===== src/rtl/demux_1xn_stream_pkg.sv =====
// Shared constants and helpers for the 1-to-N stream demultiplexer.
package demux_1xn_stream_pkg;

  localparam int DROP_W = 8;
  localparam logic [DROP_W-1:0] DROP_MAX = 8'd255;

  function automatic logic [DROP_W-1:0] sat_inc(input logic [DROP_W-1:0] v);
    return (v == DROP_MAX) ? v : v + 1'b1;
  endfunction

endpackage


===== src/rtl/demux_1xn_stream_if.sv =====
// Handshake bundle between the upstream source, the demux and its N consumers.
interface demux_1xn_stream_if #(
  parameter int WIDTH    = 16,
  parameter int CHANNELS = 4,
  parameter int SELW     = 2
);
  import demux_1xn_stream_pkg::*;

  logic [WIDTH-1:0]          in_data;
  logic [SELW-1:0]           in_sel;
  logic                      in_bcast;
  logic                      in_valid;
  logic                      in_ready;
  logic [CHANNELS*WIDTH-1:0] out_data;
  logic [CHANNELS-1:0]       out_valid;
  logic [CHANNELS-1:0]       out_ready;
  logic                      sel_err;
  logic [DROP_W-1:0]         drop_cnt;

  modport master (
    output in_data, in_sel, in_bcast, in_valid, out_ready,
    input  in_ready, out_data, out_valid, sel_err, drop_cnt
  );

  modport slave (
    input  in_data, in_sel, in_bcast, in_valid, out_ready,
    output in_ready, out_data, out_valid, sel_err, drop_cnt
  );

endinterface


===== src/rtl/demux_chan_slot.sv =====
// One-entry valid/ready holding register for a single output channel.
module demux_chan_slot #(
  parameter int WIDTH = 16
) (
  input  logic             clk,
  input  logic             rst_n,
  input  logic             load,
  input  logic [WIDTH-1:0] load_data,
  output logic [WIDTH-1:0] out_data,
  output logic             out_valid,
  input  logic             out_ready,
  output logic             free
);

  assign free = !out_valid || out_ready;

  // Load beats drain, so a slot can take a new word every cycle; data is kept after a drain.
  always_ff @(posedge clk or negedge rst_n) begin
    if (!rst_n) begin
      out_data  <= '0;
      out_valid <= 1'b0;
    end else if (load) begin
      out_data  <= load_data;
      out_valid <= 1'b1;
    end else if (out_valid && out_ready) begin
      out_valid <= 1'b0;
    end
  end

endmodule


===== src/rtl/demux_1xn_stream.sv =====
// Registered 1-to-N demux: select decode, accept logic, drop reporting and per-channel slots.
module demux_1xn_stream
  import demux_1xn_stream_pkg::*;
#(
  parameter int WIDTH    = 16,
  parameter int CHANNELS = 4,
  parameter int SELW     = 2
) (
  input  logic               clk,
  input  logic               rst_n,
  demux_1xn_stream_if.slave  bus
);

  logic [CHANNELS-1:0]       sel_hit;
  logic [CHANNELS-1:0]       free;
  logic [CHANNELS-1:0]       load;
  logic [CHANNELS*WIDTH-1:0] slot_data;
  logic [CHANNELS-1:0]       slot_valid;
  logic                      in_range;
  logic                      all_free;
  logic                      in_ready;
  logic                      accept;
  logic                      drop;
  logic                      sel_err;
  logic [DROP_W-1:0]         drop_cnt;

  always_comb begin
    sel_hit = '0;
    for (int k = 0; k < CHANNELS; k++) sel_hit[k] = (bus.in_sel == SELW'(k));
  end

  assign in_range = |sel_hit;
  assign all_free = &free;

  // Broadcast waits for every slot so it is never partially delivered.
  always_comb begin
    in_ready = 1'b0;
    if (rst_n) begin
      if (bus.in_bcast)  in_ready = all_free;
      else if (in_range) in_ready = |(sel_hit & free);
      else               in_ready = 1'b1;
    end
  end

  assign accept = bus.in_valid & in_ready;
  assign load   = !accept     ? {CHANNELS{1'b0}} :
                  bus.in_bcast ? {CHANNELS{1'b1}} : sel_hit;
  assign drop   = accept & ~bus.in_bcast & ~in_range;

  always_ff @(posedge clk or negedge rst_n) begin
    if (!rst_n) begin
      sel_err  <= 1'b0;
      drop_cnt <= '0;
    end else begin
      sel_err <= drop;
      if (drop) drop_cnt <= sat_inc(drop_cnt);
    end
  end

  for (genvar k = 0; k < CHANNELS; k++) begin : g_chan
    demux_chan_slot #(.WIDTH(WIDTH)) u_slot (
      .clk       (clk),
      .rst_n     (rst_n),
      .load      (load[k]),
      .load_data (bus.in_data),
      .out_data  (slot_data[k*WIDTH +: WIDTH]),
      .out_valid (slot_valid[k]),
      .out_ready (bus.out_ready[k]),
      .free      (free[k])
    );
  end

  assign bus.in_ready  = in_ready;
  assign bus.out_data  = slot_data;
  assign bus.out_valid = slot_valid;
  assign bus.sel_err   = sel_err;
  assign bus.drop_cnt  = drop_cnt;

endmodule


===== src/flat_wrapper.sv =====
// flat-port wrapper written by rule: the top's interface ports become plain ports
module demux_1xn_stream_flat import demux_1xn_stream_pkg::*;
#(
  parameter int WIDTH    = 16,
  parameter int CHANNELS = 4,
  parameter int SELW     = 2
)
  (clk, rst_n, bus_in_data, bus_in_sel, bus_in_bcast, bus_in_valid, bus_out_ready, bus_in_ready, bus_out_data, bus_out_valid, bus_sel_err, bus_drop_cnt);
  demux_1xn_stream_if #(.WIDTH(WIDTH), .CHANNELS(CHANNELS), .SELW(SELW)) bus_i ();
  input  logic clk;
  input  logic rst_n;
  input wire logic [$bits(bus_i.in_data)-1:0] bus_in_data;
  input wire logic [$bits(bus_i.in_sel)-1:0] bus_in_sel;
  input wire logic [$bits(bus_i.in_bcast)-1:0] bus_in_bcast;
  input wire logic [$bits(bus_i.in_valid)-1:0] bus_in_valid;
  input wire logic [$bits(bus_i.out_ready)-1:0] bus_out_ready;
  output wire logic [$bits(bus_i.in_ready)-1:0] bus_in_ready;
  output wire logic [$bits(bus_i.out_data)-1:0] bus_out_data;
  output wire logic [$bits(bus_i.out_valid)-1:0] bus_out_valid;
  output wire logic [$bits(bus_i.sel_err)-1:0] bus_sel_err;
  output wire logic [$bits(bus_i.drop_cnt)-1:0] bus_drop_cnt;
  assign bus_i.in_data = bus_in_data;
  assign bus_i.in_sel = bus_in_sel;
  assign bus_i.in_bcast = bus_in_bcast;
  assign bus_i.in_valid = bus_in_valid;
  assign bus_i.out_ready = bus_out_ready;
  assign bus_in_ready = bus_i.in_ready;
  assign bus_out_data = bus_i.out_data;
  assign bus_out_valid = bus_i.out_valid;
  assign bus_sel_err = bus_i.sel_err;
  assign bus_drop_cnt = bus_i.drop_cnt;
  demux_1xn_stream #(.WIDTH(WIDTH), .CHANNELS(CHANNELS), .SELW(SELW)) u_core (.clk(clk), .rst_n(rst_n), .bus(bus_i));
endmodule

===== config.mk =====
export PLATFORM = sky130hd
export DESIGN_NAME = demux_1xn_stream_flat
export DESIGN_NICKNAME = d
export VERILOG_FILES = /design/src/rtl/demux_1xn_stream_pkg.sv /design/src/rtl/demux_1xn_stream_if.sv /design/src/rtl/demux_chan_slot.sv /design/src/rtl/demux_1xn_stream.sv /design/src/flat_wrapper.sv
export SDC_FILE = /design/constraint.sdc
export NUM_CORES = 1
export LEC_CHECK = 0
export CORE_ASPECT_RATIO = 1.4
export CORE_UTILIZATION = 45
export CTS_CLUSTER_DIAMETER = 120
export DETAILED_ROUTE_END_ITERATION = 6
export GPL_ROUTABILITY_DRIVEN = 1
export PLACE_DENSITY = 0.8
export SETUP_SLACK_MARGIN = 0.4
export SYNTH_ARGS = -nofsm -noshare
export SYNTH_HDL_FRONTEND = slang
export SYNTH_SLANG_ARGS = --single-unit

===== constraint.sdc =====
create_clock -name clk -period 2.1 [get_ports clk]
set_input_delay 0.42 -clock clk [delete_from_list [all_inputs] [get_ports clk]]
set_output_delay 0.42 -clock clk [all_outputs]
set_load 0.02 [all_outputs]

==> results.cfg <==
[yosys]
ys_seq_elements = 77
ys_warn_count = 0
synth_nets = 210
synth_top_area_share_pct = 64.68
synth.largest_area_cell = dfrtp_1
netlist_instances = 184
ys_types = 18
synth.area.top_cells = dfrtp_1, mux2_1, o211ai_4
netlist_area_mm2 = 0.002979
ys_seq_area_share_pct = 64.68
synth.avg_cell_area_um2 = 16.19

[cts]
cts.sinks = 77
cts-root-buf = clkbuf_8
h-tree-depth = 3
cts.reportedPaths.clkPinSlew_ns = 0.08
cts_buffers = 9
clock_path_buffers = 2
clock_latency_ns = 0.34
cts_tree = built

[sta]
clock.fmax_mhz = 479.7
fin_worst_skew_ns = 0.005498
worst_pin_slew_ns = 0.9322
grt_setup_unrepaired = yes
setup_slack_ns = 0.01539
slew_headroom_pct = 37.86
fin_crit_ns = 2.085
hold_violations = 0
finalCritPeriodShare_pct = 99.27
slew_viol_final = 0
setup_violations = 0

[finish]
syn_to_final_growth_pct = 50.36
utilization_pct = 71.14
num_antenna_cells = 0
drive_gt1_share_pct = 19.43
nets = 335
final_cells = 386

[grt]
grt_pass1_wl_um = 10590
antenna_found_initial = 0
grt_pass1_vias = 2119
grt_max_degree = 77
gr-usage-all-layers_pct = 20.15
grt_overflow = 0

[setup_path]
rr_startpoint = u_core.g_chan[1].u_slot.out_valid$_DFFE_PN0P_
slowest_delay_ns = 0.50
crit_chain = dlygate4sd2_1 > nand2b_4 > mux4_2 > o211a_1 > buf_6
critPathBufInv = 2
startpoint_type = input pin
path_delay_family = multiplexers
criticalPathCategory = in -> out
cp_slowest_cell = mux4_2
r2r_slack_ns = 0.06
arrival_ns = 1.66
crit_fanout = 2
cp_data_required_time_ns = 1.68
startpoint = bus_out_ready[3]
endpoint_kind = output port

[pwr]
power_leakage_nw = 2.176
ir_worst_vdd_mv = 0.6116
cellPowerDensity_mw_per_mm2 = 1071

[placed_design]
place.gp.congestion = 0.7902
pre_cts_ws_ns = -0.5654
dp_hpwl_um = 4560
numPortBuffers = 103
dpl.cell_count = 364

[drt]
drtPass1Iterations = 6
ant_nets = 0
wl_um = 6352
via_count = 1923
drc = 14
viasPerCell = 4.982
avgRoutedWirePerCell_um = 16.46
drtIter0Drc = 60

[run_status]
violations = DRC
status = finished, violations left

[die]
pin_count = 104
die_h_um = 98.27
die_w_um = 70.77
initial_utilization_pct = 47.32
rows = 34
die-area_mm2 = 0.006954
core_mm2 = 0.006296

[hold_path]
hp-class = in -> async

[flow_run]
maxCapViolCount = 0
## where the power goes
group	switching, mW	internal, mW	leakage (nW)	total (mW)
sequential	0.168	1.83	0.932	2.00
combinational	0.805	0.658	1.13	1.46
clock	0.539	0.795	0.116	1.33
total	1.51	3.28	2.18	4.80
## synth_stat cells (all sizes together)
cell type,n
mux4,1
nand2b,6
buf,9
nor2,1
o211a,1
dfrtp,77
inv,1
o211ai,4
or2,1
mux2,64
clkbuf,8
nand2,5
conb,1
a21oi,4
a41o,1
## state kept, by name, indices dropped and copies added (netlist names)
name,count
u_core.g_chan.u_slot.out_data,64
u_core.bus.drop_cnt,8
u_core.g_chan.u_slot.out_valid,4
u_core.bus.sel_err,1
## repair_timing
| item | 4_1_cts | 5_1_grt |
|---|---|---|
| buffers inserted | 3 | 2 |
| resized for setup | 92 | 1 |
| pin swaps | 1 | 1 |
| hold buffers | 1 | 0 |
| endpoints found under the setup margin | 146 | 69 |
| hold endpoints to repair | 1 | 0 |
## final timing paths
kind,to,depth (start not counted)
setup / recovery,bus_in_ready,5
hold / removal,u_core.g_chan[2].u_slot.out_data[2]$_DFFE_PN0P_,2
setup reg to reg,u_core.g_chan[0].u_slot.out_data[9]$_DFFE_PN0P_,6
hold reg to reg,u_core.bus.drop_cnt[5]$_DFFE_PN0P_,0
max in group asynchronous,u_core.g_chan[3].u_slot.out_data[9]$_DFFE_PN0P_,2
min in group clk,u_core.bus.drop_cnt[5]$_DFFE_PN0P_,0
## routing by layer
metal | global-route usage (%) | vias up | part of all wire, % | wire length, um
met1 | 22.79 | 959 | 39 | 2461
met5 | 0 | - | 0 | 0
met3 | 4.644 | 12 | 6.7 | 425
met4 | 9.692 | 0 | 2.0 | 129
li1 | - | 885 | - | -
met2 | 35.50 | 67 | 53 | 3335
## cell usage in the layout, fill, tap and decap left out, drive strengths merged
master         count
dlygate4sd2       81
dfrtp             77
mux2              64
buf               30
clkdlybuf4s50     19
clkbuf             9
nand2b             6
nand2              5
a21oi              4
o211ai             4
bufinv             3
clkinvlp           2
inv                2
mux4               1
a41o               1
o211a              1
or2                1
nor2               1
clkinv             1
dlygate4sd3        1
conb               1
## area by class of cell
cell class	instances	area (um^2)
clock inverters	7	122.6
repair buffers	131	1229
well taps	72	90.09
fillers	457	1817
inverters	1	3.754
multi-input cells	89	983.4
clock buffers	9	123.9
flip-flops and latches	77	1927
## logic make-up (layout without fill, tap and decap cells)
group / count (synthesis) / count (layout) / share of synthesized area, %
multiplexers: 65 / 65 / 24.95
flip-flops: 77 / 77 / 64.68
buffers and inverters: 18 / 148 / 3.822
AND/OR/NAND/NOR: 13 / 13 / 2.226
other: 1 / 1 / 0.1259
AO/OA/AOI/OAI: 10 / 10 / 4.200
## per-stage QoR
stage	hold slack [ns]	instance area, um^2	TNS [ns]	power [mW]
6_report	0.3343	4479	0	4.795
4_1_cts	0.3792	4466	-0.01168	4.842
3_3_place_gp	0.2183	4273	-25.49	3.717
2_1_floorplan	0.1244	3024	0	2.819
3_5_place_dp	0.2194	4273	-30.10	3.761
5_1_grt	0.3819	4479	-0.01520	5.025
Note: power is estimated with default switching activity, not from simulation.
